### src/rtl/dds_table_loader.sv
// dds_table_loader: streams a sine table from a valid/ready source into
// sequential DDS memory rows, then loads the start phase with a one-cycle
// set_phase strobe. Abandons the load if the source stalls for TIMEOUT cycles.
module dds_table_loader #(
   parameter int unsigned DATA_LEN    = 8,
   parameter int unsigned ROWS_BASE_2 = 9,
   parameter int unsigned PHASE_W     = 9,
   parameter int unsigned TIMEOUT     = 65535
) (
   input  logic                   src_clk,
   input  logic                   rst,
   input  logic                   start,
   input  logic [PHASE_W-1:0]     phase_cfg,
   input  logic [DATA_LEN-1:0]    in_data,
   input  logic                   in_valid,
   output logic                   in_ready,
   output logic [DATA_LEN-1:0]    data_wr,
   output logic [ROWS_BASE_2-1:0] addr_wr,
   output logic                   we,
   output logic                   set_phase,
   output logic [PHASE_W-1:0]     phase,
   output logic                   busy,
   output logic                   done,
   output logic                   err_timeout
);

   localparam int unsigned TMO_W = (TIMEOUT < 2) ? 1 : $clog2(TIMEOUT + 1);
   localparam logic [ROWS_BASE_2-1:0] LAST_ROW = '1;
   localparam logic [TMO_W-1:0]       TMO_LAST = TMO_W'(TIMEOUT - 1);

   typedef enum logic [1:0] {
      S_IDLE  = 2'd0,
      S_LOAD  = 2'd1,
      S_SETPH = 2'd2,
      S_FIN   = 2'd3
   } state_t;

   state_t                 state;
   state_t                 state_nxt;
   logic [ROWS_BASE_2-1:0] count;
   logic [TMO_W-1:0]       tcnt;
   logic [PHASE_W-1:0]     phase_lat;

   logic xfer;
   logic accept_start;
   logic sp_d;
   logic done_d;
   logic err_d;
   logic busy_d;

   // State register
   always_ff @(posedge src_clk) begin
      if (rst) state <= S_IDLE;
      else     state <= state_nxt;
   end

   // Next-state logic; a transfer always beats the timeout terminal count
   always_comb begin
      state_nxt = state;
      unique case (state)
         S_IDLE:  if (start) state_nxt = S_LOAD;
         S_LOAD: begin
            if (in_valid) begin
               if (count == LAST_ROW) state_nxt = S_SETPH;
            end else if (tcnt == TMO_LAST) begin
               state_nxt = S_IDLE;
            end
         end
         S_SETPH: state_nxt = S_FIN;
         S_FIN:   state_nxt = S_IDLE;
      endcase
   end

   // Output decode: ready handshake plus next values of the registered strobes
   always_comb begin
      in_ready     = 1'b0;
      xfer         = 1'b0;
      accept_start = 1'b0;
      sp_d         = 1'b0;
      done_d       = 1'b0;
      err_d        = 1'b0;
      unique case (state)
         S_IDLE:  accept_start = start;
         S_LOAD: begin
            in_ready = 1'b1;
            xfer     = in_valid;
            err_d    = !in_valid && (tcnt == TMO_LAST);
         end
         S_SETPH: sp_d   = 1'b1;
         S_FIN:   done_d = 1'b1;
      endcase
      // busy spans the load and the set_phase cycle, dropping as done rises
      busy_d = (state_nxt == S_LOAD) || (state_nxt == S_SETPH) || (state == S_SETPH);
   end

   // Registered outputs, row/idle counters and the latched start phase
   always_ff @(posedge src_clk) begin
      if (rst) begin
         we          <= 1'b0;
         set_phase   <= 1'b0;
         done        <= 1'b0;
         err_timeout <= 1'b0;
         busy        <= 1'b0;
         data_wr     <= '0;
         addr_wr     <= '0;
         phase       <= '0;
         phase_lat   <= '0;
         count       <= '0;
         tcnt        <= '0;
      end else begin
         we          <= xfer;
         set_phase   <= sp_d;
         done        <= done_d;
         err_timeout <= err_d;
         busy        <= busy_d;
         if (accept_start) begin
            phase_lat <= phase_cfg;
            count     <= '0;
            tcnt      <= '0;
         end
         if (xfer) begin
            data_wr <= in_data;
            addr_wr <= count;
            count   <= count + 1'b1;
            tcnt    <= '0;
         end else if (state == S_LOAD) begin
            tcnt <= tcnt + 1'b1;
         end
         if (sp_d) phase <= phase_lat;
      end
   end

endmodule
### config.mk
export PLATFORM = sky130hd
export DESIGN_NAME = dds_table_loader
export DESIGN_NICKNAME = d
export VERILOG_FILES = /design/src/rtl/dds_table_loader.sv
export SDC_FILE = /design/constraint.sdc
export NUM_CORES = 1
export LEC_CHECK = 0
export CORE_AREA = 3 3 93 95
export CTS_BUF_LIST = sky130_fd_sc_hd__clkbuf_4 sky130_fd_sc_hd__clkbuf_8
export CTS_CLUSTER_DIAMETER = 80
export CTS_CLUSTER_SIZE = 10
export DETAILED_ROUTE_END_ITERATION = 10
export DIE_AREA = 0 0 96 98
export PLACE_DENSITY_LB_ADDON = 0.08
export SYNTH_ARGS = -nofsm -noshare
export SYNTH_HDL_FRONTEND = slang
export SYNTH_SLANG_ARGS = --single-unit
export TNS_END_PERCENT = 50
### constraint.sdc
create_clock -name src_clk -period 2 [get_ports src_clk]
set_input_delay 0.4 -clock src_clk [delete_from_list [all_inputs] [get_ports src_clk]]
set_output_delay 0.4 -clock src_clk [all_outputs]
set_load 0.02 [all_outputs]
### Word-level counts from Yosys, hierarchy flattened

Cells that the tools add are included.

* $add $sub $neg: 2
* multiply operators: 0
* div/mod/pow operators: 0
* magnitude comparators: 0
* equality and inequality tests: 7
* shift operators: 0
* mux-type cells: 14
* bitwise operators: 1
* reduce and logical (&&, ||, !) cells: 9

Operator list (count)
* 2-to-1 mux 16 bit: 2
* 2-to-1 mux 9 bit: 2
* adder 16 x 1 -> 16 bit, second input constant: 1
* equality test 16 bit, second input constant: 1
* adder 9 x 1 -> 9 bit, second input constant: 1
* equality test 9 bit, second input constant: 1
* 2-to-1 mux 2 bit: 4
* one-hot mux 2 bit (4 select lines): 1
* equality test 2 bit, second input constant: 3
* 2-to-1 mux 1 bit: 5
* equality test 2 x 1 -> 1 bit, second input constant: 2
* nonzero test 2 bit: 2
* OR reduction 2 bit: 2
* zero test 2 bit: 1
* logical OR 1 bit: 2
* logical AND 1 bit: 1
* zero test 1 bit: 1
* inverter 1 bit: 1

* flip-flop bits (word level): 67
* bits in latches: 0
* memory bits (writable): 0
* memory bits (read-only): 0
* bits of input ports: 21
* output and inout port bits: 32
* word-level logic and storage cells: 45
* memories kept: 0

### Longest topological paths before layout

Gate-level depths: netlist of run 1.

* depth after elaboration: 7
* gate-level depth with buffers: 8
* gate-level depth less buffers: 8

### Worst setup path after synthesis of run 1

OpenSTA, ideal clock, no wires.

* path kind: reg2reg
* start point: register count[0]
* end point: register count[8]
* setup time: 128 ps
* data arrival time: 1326 ps
* data required time: 1872 ps
* slack: 546 ps
* stages on the path, launching flop included: 8
* cells stage by stage: dfxtp_1 > ha_1 > and3_1 > nand2_1 > nor2_1 > ha_1 > a22oi_1 > nor2_1

* cells in the longest elaborated chain, start to end: 2

RTL lines
* start, declared: RTL line 40 `logic [ROWS_BASE_2-1:0] count;`
* start signal, assigned: RTL line 124 `count <= count + 1'b1;`
* adder 9 x 1 -> 9 bit: RTL line 124
* 2-to-1 mux 9 bit: RTL line 121 `if (xfer) begin`

No other way between the ends.
A chain may end at the register's enable or synchronous reset.

### Final worst setup path of run 1

* start point: register state[1]
* end point: output port in_ready

* cells in the longest elaborated chain, start to end: 2

RTL lines
* start, declared: RTL line 38 `state_t state;`
* start signal, assigned: RTL line 54 `else state <= state_nxt;`
* equality test 2 x 1 -> 1 bit: RTL line 82 `unique case (state)`
* 2-to-1 mux 1 bit: RTL line 82
* end, declared: RTL line 16 `output logic in_ready,`

No other way between the ends.

==> results.sh, run 1 <==
export IMPL_drive_gt1_share_pct=11.2
export IMPL_post_route_cell_area_sq_um=3590
export IMPL_io_buffers=52
export IMPL_synth_top_area_cell="dfxtp_1"
export IMPL_use_met3_pct=5.39
export IMPL_fin_crit_ps=1780
export IMPL_drv_cap=0
export IMPL_grtUsageMet2_pct=24.2
export IMPL_reg2reg_to="tcnt[11]$_SDFFE_PP0P_"
export IMPL_yosysSeqAreaShare_pct=48.8
export IMPL_die_x_um=96
export IMPL_power_leakage_nw=1.28
export IMPL_hp_class="primary input to flip-flop"
export IMPL_r2r_cells=5
export IMPL_cts_setup_buffers=0
export IMPL_globalRouteMet1Util_pct=18.7
export IMPL_cts_tree="done"
export IMPL_reg2reg_slack_ps=340
export IMPL_setup_viol=0
export IMPL_syn_nets=353
export IMPL_tns_ps=0
export IMPL_synth_edf_count=0
export IMPL_cts_root_buffer="clkbuf_8"
export IMPL_h_tree_depth=3
export IMPL_power_mw=2.61
export IMPL_first_pass_iters=4
export IMPL_worst_hold_slack_ps=448
export IMPL_worst_pin_slew_ps=421
export IMPL_dieArea_sq_um=9410
export IMPL_core_area_sq_um=7810
export IMPL_dr_first_iter_drc_count=78
export IMPL_startpoint_type="flip-flop"
export IMPL_cts_hold_buf=0
export IMPL_slew_viol_final=0
export IMPL_synth_common_cells="87 x nand2_1, 67 x dfxtp_1, 46 x a21oi_1"
export IMPL_grt_setup_unrepaired="false"
export IMPL_crit_type="flip-flop to primary output"
export IMPL_antenna_cells=0
export IMPL_dp_hpwl_mm=4.61
export IMPL_critPathMaxFanout=8
export IMPL_antenna_found_initial=0
export IMPL_gr_max_usage_layer="met2"
export IMPL_hp_start="rst"
export IMPL_grt_pass1_wl_mm=11.2
export IMPL_fin_ws_ps=222
export IMPL_synthArstFlopShare_pct=0
export IMPL_start_util_pct=35.2
export IMPL_clk_pin_slew_ps=70
export IMPL_ys_types=46
export IMPL_syn_inst=328
export IMPL_skew_ps=8.80
export IMPL_wl_per_cell_um=13.2
export IMPL_crit_path_end_kind="primary output"
export IMPL_routed_via_density=4.88
export IMPL_cp_arrival_ps=1380
export IMPL_r2r_start="state[1]$_SDFF_PP0_"
export IMPL_synth_warnings=0
export IMPL_pre_cts_ws_ps=-24.5
export IMPL_synth_most_common_cell="nand2_1"
export IMPL_cts_buffers_inserted=9
export IMPL_gp_congestion=0.724
export IMPL_powerDensity_nw_per_um2=728
export IMPL_min_to="phase_lat[8]$_SDFFE_PP0P_"
export IMPL_syn_area_per_cell_sq_um=8.38
export IMPL_grt_pass1_vias=2348
export IMPL_cts_sinks=67
export IMPL_grt_max_degree=39
export IMPL_die_y_um=98
export IMPL_max_freq_mhz=563
export IMPL_holdPathStages=2
export IMPL_clk_path_buf_depth=2
export IMPL_period_share_pct=88.9
export IMPL_final_hold_viol_count=0
export IMPL_ys_ff_latch=67
export IMPL_status="finished, final reports clean"
export IMPL_insertion_delay_ps=340
export IMPL_netlist_area_leader_share_pct=48.8
export IMPL_syn_cell_area_sq_um=2750
export IMPL_ir_drop_v=0.000300
export IMPL_netlist_top_cells_area="dfxtp_1 49%, nand2_1 12%, a21oi_1 8.4%"
export IMPL_maxSlewHeadroom_pct=72.0
export IMPL_final_nets=414
export IMPL_ant_nets=0
export IMPL_post_cts_resized=1
export IMPL_required_ps=1600
export IMPL_wirelength_mm=6.52
export IMPL_postPlaceCellArea_sq_um=3420
export IMPL_syn_to_final_growth_pct=30.6
export IMPL_grtUsageTotal_pct=15.2
export IMPL_vias=2415
export IMPL_drc_errors=0
export IMPL_io_pins=53
export IMPL_grt_overflow=0
export IMPL_rows=32
export IMPL_synth_ff_type="dfxtp_1"
## critical path, stage by stage (launching register included)
cell and delay, ps:
dfxtp_1 480, nand2b_1 170, inv_1 80, dlygate4sd2_1 320
## how the worst max path moves through the flow
stage / from / end / slack, ps / cells after the start
floorplan: count[0]$_SDFFE_PP0P_ / count[8]$_SDFFE_PP0P_ / 550 / 7
global placement: in_valid / count[7]$_SDFFE_PP0P_ / 40 / 5
detailed placement: in_valid / count[3]$_SDFFE_PP0P_ / -20 / 5
CTS: state[1]$_SDFF_PP0_ / in_ready / 190 / 3
global route: state[1]$_SDFF_PP0_ / in_ready / 100 / 3
finish: state[1]$_SDFF_PP0_ / in_ready / 220 / 3
## cells by family after synthesis
kind of cell	Yosys count	synth area share (%)
AOI/OAI and AO/OA	70	15.1
muxes	6	2.41
adders and majority gates	4	1.82
and+or+nand+nor	154	27.0
xor gates and xnor gates	1	0.319
DFF	67	48.8
buffers and inverters	26	4.51
## power by group
| group | internal, mW | total [mW] | switching (mW) | leakage (nW) |
|---|---|---|---|---|
| Sequential | 1.36 | 1.38 | 0.0157 | 0.543 |
| Clock | 0.469 | 0.968 | 0.498 | 0.0839 |
| Combinational | 0.117 | 0.266 | 0.149 | 0.650 |
| Total | 1.95 | 2.61 | 0.663 | 1.28 |
## registers in the layout, indices dropped and copies added, names as in the netlist
signal,cells
addr_wr,9
busy,1
count,9
data_wr,8
done,1
err_timeout,1
phase,9
phase_lat,9
set_phase,1
state,2
tcnt,16
we,1
## metal layers
metal	vias up	wire length, um
li1	1249	-
met1	1122	3080
met2	38	3150
met3	6	218
met4	0	74
met5	-	0
## area by class of cell
| cell class | instances | area [sq um] |
|---|---|---|
| fillers | 787 | 4220 |
| flip-flops and latches | 67 | 1340 |
| multi-input cells | 235 | 1280 |
| repair buffers | 69 | 642 |
| clock buffers | 10 | 138 |
| well taps | 102 | 128 |
| clock inverters | 5 | 30.0 |
| inverters | 7 | 26.3 |
## cell usage in the layout (no fill, tap or decap), drive strengths merged, types with 2 or more instances in the layout
cell type / n
o31ai: 2
nand2: 87
nand4: 5
o211ai: 7
ha: 4
nor4: 2
a21oi: 46
inv: 7
nor2: 26
clkdlybuf4s50: 50
and3: 3
nand3: 6
dfxtp: 67
clkbuf: 10
a22oi: 2
mux2: 5
buf: 18
a211oi: 2
nor2b: 2
clkinv: 3
or3: 4
clkinvlp: 2
and4: 3
nand3b: 4
a31oi: 3
or4: 2
nand2b: 2
o21ai: 2
o41ai: 4
nor3: 3
## per-stage QoR
step	util, %	instances
after floorplan	-	328
after global placement	43.8	480
after detailed placement	43.8	480
after CTS	45.9	495
after global routing	45.9	495
final	45.9	495
Power figures use the tool's default switching activity.
==> run 2, diff against run 1 <==
--- a/config.mk
+++ b/config.mk
@@ -11,7 +11,7 @@
 export CTS_CLUSTER_SIZE = 10
 export DETAILED_ROUTE_END_ITERATION = 10
 export DIE_AREA = 0 0 96 98
-export PLACE_DENSITY_LB_ADDON = 0.08
+export PLACE_DENSITY_LB_ADDON = 0.2
 export SYNTH_ARGS = -nofsm -noshare
 export SYNTH_HDL_FRONTEND = slang
 export SYNTH_SLANG_ARGS = --single-unit
==> results.sh, run 2 (synthesis gave the netlist of run 1 again) <==
export IMPL_io_buffers=52
export IMPL_gp_congestion=0.770
export IMPL_regMostFlops="tcnt"
export IMPL_grt_pass1_vias=2215
export IMPL_maxSlewHeadroom_pct=72.9
export IMPL_final_cell_mix="87 x nand2_1, 67 x dfxtp_1, 50 x clkdlybuf4s50_1"
export IMPL_insertion_delay_ps=350
export IMPL_grt_overflow=0
export IMPL_drc_errors=0
export IMPL_crit_type="flip-flop to primary output"
export IMPL_cts_buffers_inserted=9
export IMPL_ant_nets=0
export IMPL_antenna_found_initial=0
export IMPL_final_util_pct=46.8
export IMPL_crit_chain="clkdlybuf4s50_1"
export IMPL_power_leakage_nw=1.32
export IMPL_worst_pin_slew_ps=402
export IMPL_place_inst=480
export IMPL_clk_pin_slew_ps=70
export IMPL_grt_max_degree=31
export IMPL_ir_drop_v=0.000358
export IMPL_path_buf_inv=1
export IMPL_dr_wl_met2_mm=2.84
export IMPL_final_common_cell="nand2_1"
export IMPL_cts_setup_buffers=0
export IMPL_critPathMaxFanout=2
export IMPL_top_layer_used="met4"
export IMPL_syn_to_final_growth_pct=33.1
export IMPL_final_nets=414
export IMPL_rows=32
export IMPL_m1WireLength_mm=3.02
export IMPL_post_cts_resized=0
export IMPL_cts_root_buffer="clkbuf_8"
export IMPL_powerDensity_nw_per_um2=791
export IMPL_cts_sinks=67
export IMPL_start_util_pct=35.2
export IMPL_period_share_pct=84.6
export IMPL_critPathSlowestCell="clkdlybuf4s50_1"
export IMPL_core_area_sq_um=7810
export IMPL_first_pass_iters=4
export IMPL_wl_per_cell_um=12.6
export IMPL_wirelength_mm=6.24
export IMPL_vias=2409
export IMPL_hp_class="flip-flop to flip-flop"
export IMPL_antenna_cells=0
export IMPL_cp_arrival_ps=1290
export IMPL_tns_ps=0
export IMPL_critPathMaxStageDelay_ps=610
export IMPL_h_tree_depth=3
export IMPL_die_x_um=96
export IMPL_grt_setup_unrepaired="false"
export IMPL_largest_register_ffs=16
export IMPL_met3_wirelength_um=255
export IMPL_startpoint_type="flip-flop"
export IMPL_die_y_um=98
export IMPL_critPathTopFamily="buffers and inverters"
export IMPL_dr_first_iter_drc_count=109
export IMPL_grtUsageTotal_pct=13.8
export IMPL_grt_pass1_wl_mm=10.2
export IMPL_dp_hpwl_mm=4.39
export IMPL_max_freq_mhz=591
export IMPL_drive_gt1_share_pct=11.4
export IMPL_slew_viol_final=0
export IMPL_final_hold_viol_count=0
export IMPL_crit_path_end_kind="primary output"
export IMPL_routed_via_density=4.86
export IMPL_final_cell_count_no_fill=496
export IMPL_worst_hold_slack_ps=453
export IMPL_setup_viol=0
export IMPL_dieArea_sq_um=9410
export IMPL_io_pins=53
export IMPL_skew_ps=10.7
export IMPL_required_ps=1600
export IMPL_cts_tree="done"
export IMPL_fin_crit_ps=1690
export IMPL_status="finished, final reports clean"
export IMPL_cts_hold_buf=0
export IMPL_clk_path_buf_depth=2
export IMPL_power_mw=2.89
export IMPL_drv_cap=0
## run 2: changes by cell type in the layout (fill, tap and decap cells not counted)
cell | previous run | this run
bufinv_16 | 0 | 2
dlygate4sd2_1 | 1 | 0
dlymetal6s2s_1 | 0 | 1
buf_12 | 0 | 1
clkinv_2 | 3 | 1
clkinvlp_4 | 2 | 1
clkinv_4 | 0 | 2
clkbuf_4 | 0 | 1
buf_4 | 17 | 16
clkbuf_8 | 10 | 9
## run 2: area by class of cell
| type | count | area [sq um] |
|---|---|---|
| clock buffers | 10 | 131 |
| clock inverters | 6 | 90.1 |
| fillers | 794 | 4150 |
| inverters | 7 | 26.3 |
| multi-input cells | 235 | 1280 |
| flip-flops and latches | 67 | 1340 |
| well taps | 102 | 128 |
| repair buffers | 69 | 658 |
## run 2: layer usage
layer / vias to the layer above / GRT usage (%)
li1: 1248 / -
met1: 1100 / 18.0
met2: 50 / 21.3
met3: 11 / 3.08
met4: 0 / 6.56
met5: - / 0
## run 2: path summary, 6_finish.rpt
check	cells after the start	slack, ps	end	start
setup / recovery	1	310	addr_wr[1]	addr_wr[1]$_SDFFE_PP0P_
hold / removal	2	450	data_wr[7]$_SDFFE_PP0P_	data_wr[7]$_SDFFE_PP0P_
setup reg to reg	7	370	count[8]$_SDFFE_PP0P_	count[0]$_SDFFE_PP0P_
hold reg to reg	2	450	data_wr[7]$_SDFFE_PP0P_	data_wr[7]$_SDFFE_PP0P_
## run 2: through the flow
| stage | setup WS (ps) | instance area (sq um) |
|---|---|---|
| detailed placement | 8.99 | 3430 |
| floorplan | 546 | 2750 |
| global route | 230 | 3660 |
| finish | 309 | 3660 |
| CTS | 10.3 | 3650 |
| global placement | 30.1 | 3430 |
## run 2: power by group
part	leakage, nW	switching, mW	internal [mW]
Clock	0.110	0.525	0.717
Sequential	0.543	0.0151	1.36
Combinational	0.664	0.150	0.121
Total	1.32	0.690	2.20
==> run 3, diff against run 2 <==
==> constraint.sdc (replaced) <==
create_clock -name src_clk -period 1.5 [get_ports src_clk]
set_input_delay 0.3 -clock src_clk [delete_from_list [all_inputs] [get_ports src_clk]]
set_output_delay 0.3 -clock src_clk [all_outputs]
set_load 0.02 [all_outputs]
==> results.sh, run 3 (synthesis gave the netlist of run 1 again) <==
export IMPL_insertion_delay_ps=340
export IMPL_dp_hpwl_mm=4.46
export IMPL_io_buffers=52
export IMPL_drv_cap=0
export IMPL_dr_first_iter_drc_count=78
export IMPL_core_area_sq_um=7810
export IMPL_final_nets=436
export IMPL_slew_viol_final=0
export IMPL_fillers=774
export IMPL_final_common_cell="nand2_1"
export IMPL_sequentialPowerShare_pct=47.5
export IMPL_largest_register_ffs=16
export IMPL_period_share_pct=98.8
export IMPL_critPathTopFamily="simple AND/OR/NAND/NOR gates"
export IMPL_power_frac_clock_pct=42.3
export IMPL_powerDensity_nw_per_um2=1010
export IMPL_drive_gt1_share_pct=19.3
export IMPL_gp_congestion=0.736
export IMPL_power_leakage_nw=1.56
export IMPL_wl_per_cell_um=12.3
export IMPL_antenna_found_initial=0
export IMPL_clk_path_buf_depth=2
export IMPL_clk_pin_slew_ps=70
export IMPL_dieArea_sq_um=9410
export IMPL_critPathMaxFanout=7
export IMPL_final_hold_viol_count=0
export IMPL_crit_path_end_kind="flip-flop"
export IMPL_die_x_um=96
export IMPL_drc_errors=0
export IMPL_hp_class="primary input to flip-flop"
export IMPL_grt_pass1_wl_mm=10.7
export IMPL_first_pass_iters=4
export IMPL_start_util_pct=35.2
export IMPL_h_tree_depth=3
export IMPL_antenna_cells=0
export IMPL_routed_via_density=4.82
export IMPL_vias=2493
export IMPL_fin_crit_ps=1480
export IMPL_cts_buffers_inserted=9
export IMPL_sw_frac_of_total_pct=24.2
export IMPL_grt_max_degree=46
export IMPL_cts_tree="done"
export IMPL_grt_pass1_vias=2307
export IMPL_cp_arrival_ps=1710
export IMPL_crit_chain="buf_4 > nand3b_4 > or4_4 > nand4_1 > o31ai_2"
export IMPL_grt_overflow=0
export IMPL_cts_hold_buf=0
export IMPL_startpoint_type="flip-flop"
export IMPL_final_cell_mix="85 x nand2_1, 63 x dfxtp_1, 46 x a21oi_1"
export IMPL_critPathSlowestCell="or4_4"
export IMPL_required_ps=1720
export IMPL_path_buf_inv=1
export IMPL_cts_root_buffer="clkbuf_8"
export IMPL_io_pins=53
export IMPL_rows=32
export IMPL_p_switching_uw=936
export IMPL_critPathMaxStageDelay_ps=530
export IMPL_worst_pin_slew_ps=462
export IMPL_grtUsageTotal_pct=14.3
export IMPL_die_y_um=98
export IMPL_grt_setup_unrepaired="true"
export IMPL_crit_type="flip-flop to flip-flop"
export IMPL_maxSlewHeadroom_pct=69.2
export IMPL_setup_viol=0
export IMPL_max_freq_mhz=675
export IMPL_pre_cts_ws_ps=-376
export IMPL_skew_ps=13.3
export IMPL_fin_ws_ps=17.7
export IMPL_internal_power_mw=2.93
export IMPL_regMostFlops="tcnt"
export IMPL_ir_drop_v=0.000537
export IMPL_pwr_share_comb_pct=10.2
export IMPL_wirelength_mm=6.35
export IMPL_syn_to_final_growth_pct=38.8
export IMPL_ant_nets=0
export IMPL_status="finished, final reports clean"
export IMPL_cts_sinks=67
export IMPL_worst_hold_slack_ps=338
==> run 3: cell count changes in the layout (fill, tap and decap cells not counted), sizes merged <==
cell / before / now
clkinv: 3 / 2
clkdlybuf4s50: 50 / 19
buf: 18 / 40
dlymetal6s2s: 1 / 0
dlygate4sd2: 0 / 31
inv: 7 / 8
==> run 3: worst min-delay path, stage by stage <==
cell and delay (ps):
buf_2 110, buf_4 170, a21oi_1 50
==> run 3: layout make-up <==
class | instances | area (sq um) | area share, %
clock inverter | 6 | 90.1 | 2.36
sequential | 67 | 1350 | 35.4
multi-input combinational | 235 | 1320 | 34.5
tap | 102 | 128 | 3.35
inverter | 7 | 26.3 | 0.689
clock buffer | 9 | 124 | 3.25
timing repair buffer | 91 | 781 | 20.5
==> run 3: what timing repair did <==
item | 4_1_cts | 5_1_grt
resized for setup | 35 | 15
setup buffers | 0 | 1
pin swaps | 0 | 1
endpoints found under the setup margin | 46 | 23
==> run 3: metal layers <==
metal | global-route usage, % | share of wire (%) | vias up
met1 | 19.9 | 48 | 1151
met3 | 4.08 | 4.5 | 4
li1 | - | - | 1298
met4 | 4.49 | 0.72 | 0
met5 | 0 | 0 | -
met2 | 21.2 | 47 | 40
==> run 3: path summary, 6_finish.rpt <==
kind / from / end / slack, ps / cells after the start
worst max-delay path: state[1]$_SDFF_PP0_ / count[7]$_SDFFE_PP0P_ / 20 / 5
worst min register to register: phase_lat[5]$_SDFFE_PP0P_ / phase[5]$_SDFFE_PP0P_ / 450 / 2
worst max register to register: state[1]$_SDFF_PP0_ / count[7]$_SDFFE_PP0P_ / 20 / 5
worst min-delay path: rst / count[5]$_SDFFE_PP0P_ / 340 / 3
==> run 3: power groups by stage <==
stage / registers [mW] / logic [mW] / clock network (mW)
global placement: 1.88 / 0.399 / 0
global route: 1.84 / 0.439 / 1.78
floorplan: 1.90 / 0.175 / 0
CTS: 1.84 / 0.392 / 1.68
detailed placement: 1.88 / 0.402 / 0
finish: 1.84 / 0.394 / 1.64
==> run 3: stage by stage <==
step | total power [mW] | util [%] | TNS (ps) | instances | cell area (sq um)
3_3_place_gp | 2.28 | 46.0 | -14560 | 501 | 3590
3_5_place_dp | 2.28 | 46.0 | -14400 | 501 | 3590
4_1_cts | 3.91 | 48.3 | -80.2 | 516 | 3770
5_1_grt | 4.06 | 48.9 | -110 | 517 | 3810
2_1_floorplan | 2.07 | - | 0 | 328 | 2750
6_report | 3.87 | 48.9 | 0 | 517 | 3810
